--- src/rtl/reg_file_if.sv ---
// Register-file port bundle: one byte-masked write port, two registered read ports.
// The master side is the datapath (decode/writeback); the slave side is the storage.
interface reg_file_if #(
    parameter int WIDTH  = 32,
    parameter int ADDR_W = 5
);
    logic                  regWr;
    logic [ADDR_W-1:0]     wrAddr;
    logic [WIDTH/8-1:0]    byteEn;
    logic [WIDTH-1:0]      dataIn;
    logic                  rdEnA;
    logic                  rdEnB;
    logic [ADDR_W-1:0]     rdAddrA;
    logic [ADDR_W-1:0]     rdAddrB;
    logic [WIDTH-1:0]      dataOutA;
    logic [WIDTH-1:0]      dataOutB;
    logic                  wrErr;

    modport master (
        output regWr, wrAddr, byteEn, dataIn, rdEnA, rdEnB, rdAddrA, rdAddrB,
        input  dataOutA, dataOutB, wrErr
    );

    modport slave (
        input  regWr, wrAddr, byteEn, dataIn, rdEnA, rdEnB, rdAddrA, rdAddrB,
        output dataOutA, dataOutB, wrErr
    );
endinterface

--- src/rtl/reg_file.sv ---
// DEPTH x WIDTH register file with byte-enabled write, two registered read ports
// and write-through forwarding; optional hardwired-zero word 0.
module reg_file #(
    parameter int WIDTH    = 32,
    parameter int DEPTH    = 32,
    parameter int ADDR_W   = 5,
    parameter int ZERO_REG = 1
) (
    input logic        clk,
    input logic        rst_n,
    reg_file_if.slave  bus
);
    localparam int NB = WIDTH / 8;

    logic [WIDTH-1:0] mem [DEPTH];
    logic [WIDTH-1:0] oldWord;
    logic [WIDTH-1:0] wrMerged;
    logic [WIDTH-1:0] nextA;
    logic [WIDTH-1:0] nextB;
    logic [WIDTH-1:0] outA;
    logic [WIDTH-1:0] outB;
    logic             err;
    logic             wrInRange;
    logic             wrOk;
    logic             okA;
    logic             okB;

    function automatic logic inRange(input logic [ADDR_W-1:0] a);
        return {{(32-ADDR_W){1'b0}}, a} < 32'(DEPTH);
    endfunction

    function automatic logic isZeroReg(input logic [ADDR_W-1:0] a);
        return (ZERO_REG != 0) && (a == '0);
    endfunction

    assign wrInRange = inRange(bus.wrAddr);
    assign wrOk      = bus.regWr && wrInRange && !isZeroReg(bus.wrAddr);
    assign okA       = inRange(bus.rdAddrA) && !isZeroReg(bus.rdAddrA);
    assign okB       = inRange(bus.rdAddrB) && !isZeroReg(bus.rdAddrB);

    always_comb begin
        oldWord = '0;
        if (wrInRange) oldWord = mem[bus.wrAddr];
    end

    // Post-write value: used both for storage and for same-edge forwarding.
    for (genvar k = 0; k < NB; k++) begin : g_byte
        assign wrMerged[8*k +: 8] = bus.byteEn[k] ? bus.dataIn[8*k +: 8] : oldWord[8*k +: 8];
    end

    always_comb begin
        nextA = '0;
        if (okA) nextA = (wrOk && bus.rdAddrA == bus.wrAddr) ? wrMerged : mem[bus.rdAddrA];
    end

    always_comb begin
        nextB = '0;
        if (okB) nextB = (wrOk && bus.rdAddrB == bus.wrAddr) ? wrMerged : mem[bus.rdAddrB];
    end

    always_ff @(posedge clk) begin
        if (!rst_n) begin
            for (int i = 0; i < DEPTH; i++) mem[i] <= '0;
            outA <= '0;
            outB <= '0;
            err  <= 1'b0;
        end else begin
            if (wrOk)      mem[bus.wrAddr] <= wrMerged;
            if (bus.rdEnA) outA <= nextA;
            if (bus.rdEnB) outB <= nextB;
            // Zero-register writes are dropped silently; only out-of-range ones flag.
            err <= bus.regWr && !wrInRange;
        end
    end

    assign bus.dataOutA = outA;
    assign bus.dataOutB = outB;
    assign bus.wrErr    = err;
endmodule

--- src/flat_wrapper.sv ---
// flat-port wrapper written by rule: the top's interface ports become plain ports
module reg_file_flat 
#(
    parameter int WIDTH    = 32,
    parameter int DEPTH    = 32,
    parameter int ADDR_W   = 5,
    parameter int ZERO_REG = 1
)
  (clk, rst_n, bus_regWr, bus_wrAddr, bus_byteEn, bus_dataIn, bus_rdEnA, bus_rdEnB, bus_rdAddrA, bus_rdAddrB, bus_dataOutA, bus_dataOutB, bus_wrErr);
  reg_file_if #(.WIDTH(WIDTH), .ADDR_W(ADDR_W)) bus_i ();
  input logic clk;
  input logic rst_n;
  input wire logic [$bits(bus_i.regWr)-1:0] bus_regWr;
  input wire logic [$bits(bus_i.wrAddr)-1:0] bus_wrAddr;
  input wire logic [$bits(bus_i.byteEn)-1:0] bus_byteEn;
  input wire logic [$bits(bus_i.dataIn)-1:0] bus_dataIn;
  input wire logic [$bits(bus_i.rdEnA)-1:0] bus_rdEnA;
  input wire logic [$bits(bus_i.rdEnB)-1:0] bus_rdEnB;
  input wire logic [$bits(bus_i.rdAddrA)-1:0] bus_rdAddrA;
  input wire logic [$bits(bus_i.rdAddrB)-1:0] bus_rdAddrB;
  output wire logic [$bits(bus_i.dataOutA)-1:0] bus_dataOutA;
  output wire logic [$bits(bus_i.dataOutB)-1:0] bus_dataOutB;
  output wire logic [$bits(bus_i.wrErr)-1:0] bus_wrErr;
  assign bus_i.regWr = bus_regWr;
  assign bus_i.wrAddr = bus_wrAddr;
  assign bus_i.byteEn = bus_byteEn;
  assign bus_i.dataIn = bus_dataIn;
  assign bus_i.rdEnA = bus_rdEnA;
  assign bus_i.rdEnB = bus_rdEnB;
  assign bus_i.rdAddrA = bus_rdAddrA;
  assign bus_i.rdAddrB = bus_rdAddrB;
  assign bus_dataOutA = bus_i.dataOutA;
  assign bus_dataOutB = bus_i.dataOutB;
  assign bus_wrErr = bus_i.wrErr;
  reg_file #(.WIDTH(WIDTH), .DEPTH(DEPTH), .ADDR_W(ADDR_W), .ZERO_REG(ZERO_REG)) u_core (.clk(clk), .rst_n(rst_n), .bus(bus_i));
endmodule
--- config.mk ---
export PLATFORM = sky130hd
export DESIGN_NAME = reg_file_flat
export DESIGN_NICKNAME = d
export VERILOG_FILES = /design/src/rtl/reg_file_if.sv /design/src/rtl/reg_file.sv /design/src/flat_wrapper.sv
export SDC_FILE = /design/constraint.sdc
export NUM_CORES = 2
export LEC_CHECK = 0
export BUFFER_PORTS_ARGS = -buffer_cell sky130_fd_sc_hd__buf_4
export CORE_MARGIN = 2
export CORE_UTILIZATION = 49
export DETAILED_ROUTE_END_ITERATION = 8
export HOLD_SLACK_MARGIN = 0.12
export SLEW_MARGIN = 10
export SYNTH_ARGS = -nofsm -noshare
export SYNTH_HDL_FRONTEND = slang
export SYNTH_SLANG_ARGS = --single-unit
--- constraint.sdc ---
create_clock -name clk -period 5.69 [get_ports clk]
set_input_delay 0.2845 -clock clk [delete_from_list [all_inputs] [get_ports clk]]
set_output_delay 0.2845 -clock clk [all_outputs]
set_load 0.05 [all_outputs]
==> results by group <==
Power
  – Sw Ratio: 0.283
  – Pwr/cell area: 299 mW/mm2
  – Peak VDD IR: 0.280 mV
  – Sequential power share: 0.448
  – Clk pwr share: 0.397
  – P_leak: 25.0 nW
  – Net switching power: 5.93 mW
  – Comb power frac: 0.155
  – P_int: 15.0 mW

Run status
  – Outcome: finished, final reports clean

Yosys
  – Netlist cell types: 86
  – Register area share after synthesis: 0.508
  – EDFF count, synth: 1,024
  – Main flop type after synthesis: edfxtp_1
  – Async set-reset flop share out of synthesis: 0
  – Syn. warnings: 0
  – Syn_area_per_cell: 13.2 um2
  – Post-Syn Area: 0.0631 mm2
  – Synth Register Bits: 1,088
  – Synth Instances: 4,793

Timing
  – Highest Clock Rate: 281 MHz
  – Slew @ Worst Pin: 1390 ps
  – Setup_tns: 0 ps
  – Max-slew headroom: 0.0707
  – Unrepaired setup endpoints after global routing: false
  – Final setup violation count: 0
  – Pins Over Slew Limit: 0
  – Tmin final: 3550 ps
  – Period Utilization, post-route: 0.624
  – Endpoints failing hold: 0
  – Setup Skew: 35.0 ps

Layout
  – Filler cells: 10,400
  – Nets: 4,816
  – Fin cells: 6,536
  – Area Overhead vs Synth: 11.1%
  – Design Area, Final: 0.0701 mm2
  – Share of cells above drive strength 1: 0.250

Clock tree
  – Insertion delay to the later sink of the worst-skew pair: 780 ps
  – Post-CTS sizing: 0
  – Number of CTS-inserted buffers: 119
  – TritonCTS clock tree: built
  – Max H-tree Level: 3
  – Clock Sinks: 1,088
  – Max clock buf depth: 3
  – Clock slew at reported path FFs: 70 ps
  – Clock root buffer: clkbuf_16

Floorplanning
  – Io pins: 121
  – Core area: 0.128 mm2
  – Die Ht: 363 um
  – Die X: 363 um
  – Rows: 131
  – Full die area: 0.132 mm2
  – Initial Utilization: 0.494

Placed design
  – DP Area: 0.0658 mm2
  – Dpl hpwl: 165,000 um
  – Port bufs: 119
  – Inst Count DP: 6,281
  – GP Congestion: 0.971

Global routing
  – Total track usage: 0.453
  – Global route overflow: 0
  – Largest net degree at the start of global routing: 105
  – First-pass GRT wire length: 403,000 um
  – Vias in the first global route: 48,000
  – Antenna violations before repair: 20

Route
  – Routed via count: 51,300
  – Vias/cell: 7.84
  – Initial DRC count: 10,600
  – ANT nets after route: 0
  – Residual DRC count: 0
  – Total Wirelength: 302,000 um
  – Avg WL per Cell: 46.2 um
  – Drt pass-1 iters: 7

Setup path
  – Startpoint types: input port
  – CP arrival: 4150 ps
  – Crit path capture type: flip-flop
  – Critical path fanouts, max: 79
  – Data required, critical path: 6290 ps
  – Crit Path Class: in -> reg

Flow run
  – Max cap viols: 0

Min path
  – Min-delay worst type: in -> reg
==> power by group through the flow <==
| stage | logic (mW) | clock network [mW] | registers (mW) |
|---|---|---|---|
| after floorplan | 1.85 | 0 | 9.55 |
| after global placement | 3.07 | 0 | 9.53 |
| after detailed placement | 3.08 | 0 | 9.54 |
| after CTS | 3.10 | 8.28 | 9.37 |
| after global routing | 3.26 | 8.58 | 9.41 |
| final | 3.25 | 8.33 | 9.40 |
==> synthesized netlist by cell type, types with 6 or more instances <==
cell / count / area, um2
or4_1: 7 / 52.6
o2111ai_1: 8 / 70.1
a22o_1: 25 / 219
buf_4: 57 / 428
nand3_1: 46 / 230
nor4_1: 28 / 175
xnor2_1: 6 / 52.6
o22ai_1: 153 / 957
mux2_2: 25 / 282
a22oi_1: 117 / 878
edfxtp_1: 1024 / 30700
o2bb2a_1: 9 / 90.1
mux4_2: 560 / 12600
nor3b_1: 6 / 45.0
a21oi_1: 61 / 305
nor3_1: 9 / 45.0
clkbuf_1: 175 / 657
a211oi_1: 12 / 90.1
nor2_1: 1062 / 3990
and2_1: 11 / 68.8
nand4_1: 6 / 37.5
mux2i_1: 449 / 4490
dfxtp_1: 64 / 1280
nand2_1: 205 / 769
buf_6: 26 / 293
a32o_1: 30 / 300
nor2b_1: 17 / 106
nand2b_1: 13 / 81.3
o211ai_1: 41 / 308
and3_1: 9 / 56.3
o221ai_1: 25 / 219
o2bb2ai_1: 24 / 210
buf_2: 228 / 1140
o21ai_0: 80 / 400
inv_1: 15 / 56.3
buf_1: 28 / 105
a221oi_1: 27 / 236
==> kinds of logic (layout without fill, tap and decap cells) <==
group | count (synthesis) | count (layout) | share of synthesized area
and+or+nand+nor | 1459 | 1459 | 0.0956
DFF | 1088 | 1088 | 0.508
muxes | 1034 | 1034 | 0.276
AOI/OAI and AO/OA | 669 | 669 | 0.0770
buffers and inverters | 532 | 574 | 0.0427
xor gates and xnor gates | 10 | 10 | 0.00139
other | 1 | 40 | 0.0000594
==> routing by layer <==
layer | share of wire | GRT usage | vias up
met5 | 0.0024 | 0.0115 | -
met4 | 0.090 | 0.326 | 38
met3 | 0.18 | 0.214 | 1414
met2 | 0.40 | 0.612 | 5505
met1 | 0.33 | 0.566 | 25600
li1 | - | - | 18700
==> cell usage in the layout, fill, tap and decap left out, drive strengths merged, types with 65 or more instances in the layout <==
| cell type | netlist | layout |
|---|---|---|
| o22ai | 155 | 155 |
| a21oi | 65 | 65 |
| a22oi | 117 | 117 |
| edfxtp | 1024 | 1024 |
| nand2 | 205 | 205 |
| nor2 | 1063 | 1063 |
| clkbuf | 176 | 167 |
| mux2i | 449 | 449 |
| mux4 | 560 | 560 |
| o21ai | 83 | 83 |
| buf | 339 | 309 |
==> worst paths after layout <==
kind / cells past startpoint / slack (ps) / endpoint / start
worst max register to register: 6 / 2420 / u_core.bus.dataOutA[16] / u_core.mem[19][16]
worst max-delay path: 9 / 2140 / u_core.bus.dataOutB[19] / bus_wrAddr[0]
worst min-delay path: 4 / 170 / u_core.mem[26][17] / bus_dataIn[17]
worst min register to register: 2 / 470 / u_core.bus.dataOutB[3] / u_core.bus.dataOutB[3]
==> worst max-delay path, cell delays in order <==
cell      delay, ps
buf_8           620
buf_12          470
xnor2_1         180
nand4_1         190
o31ai_4        1050
nor2_2          400
buf_4           380
a22oi_1         210
o211ai_1        100
==> timing repair <==
item                                    CTS  global route
endpoints found under the hold margin   147             0
hold buffers                             20             0
endpoints found under the setup margin    0             0
setup buffers                             0             0
==> final cells by class <==
cell class                      count  area (um2)  area share
Clock buffer                      167        3410      0.0487
Tap cell                         1662        2080      0.0297
Inverter                           17        65.1    0.000928
Multi-Input combinational cell   3205       29000       0.414
Sequential cell                  1088       32000       0.457
Timing Repair Buffer              329        2770      0.0395
Antenna cell                        7        17.5    0.000250
Clock inverter                     61         712      0.0102
==> registers in the layout (all words and copies together), names as in the netlist <==
signal	count
u_core.bus.dataOutB	32
u_core.mem	1024
u_core.bus.dataOutA	32
==> metrics by stage <==
step	setup slack [ps]	utilization	power [mW]	hold WS [ps]
floorplan	2640	-	11.4	511
global placement	1570	0.515	12.6	449
detailed placement	1560	0.515	12.6	449
CTS	2350	0.549	20.8	126
global route	2130	0.549	21.3	172
finish	2140	0.549	21.0	170
(Power assumes the default switching activity.)
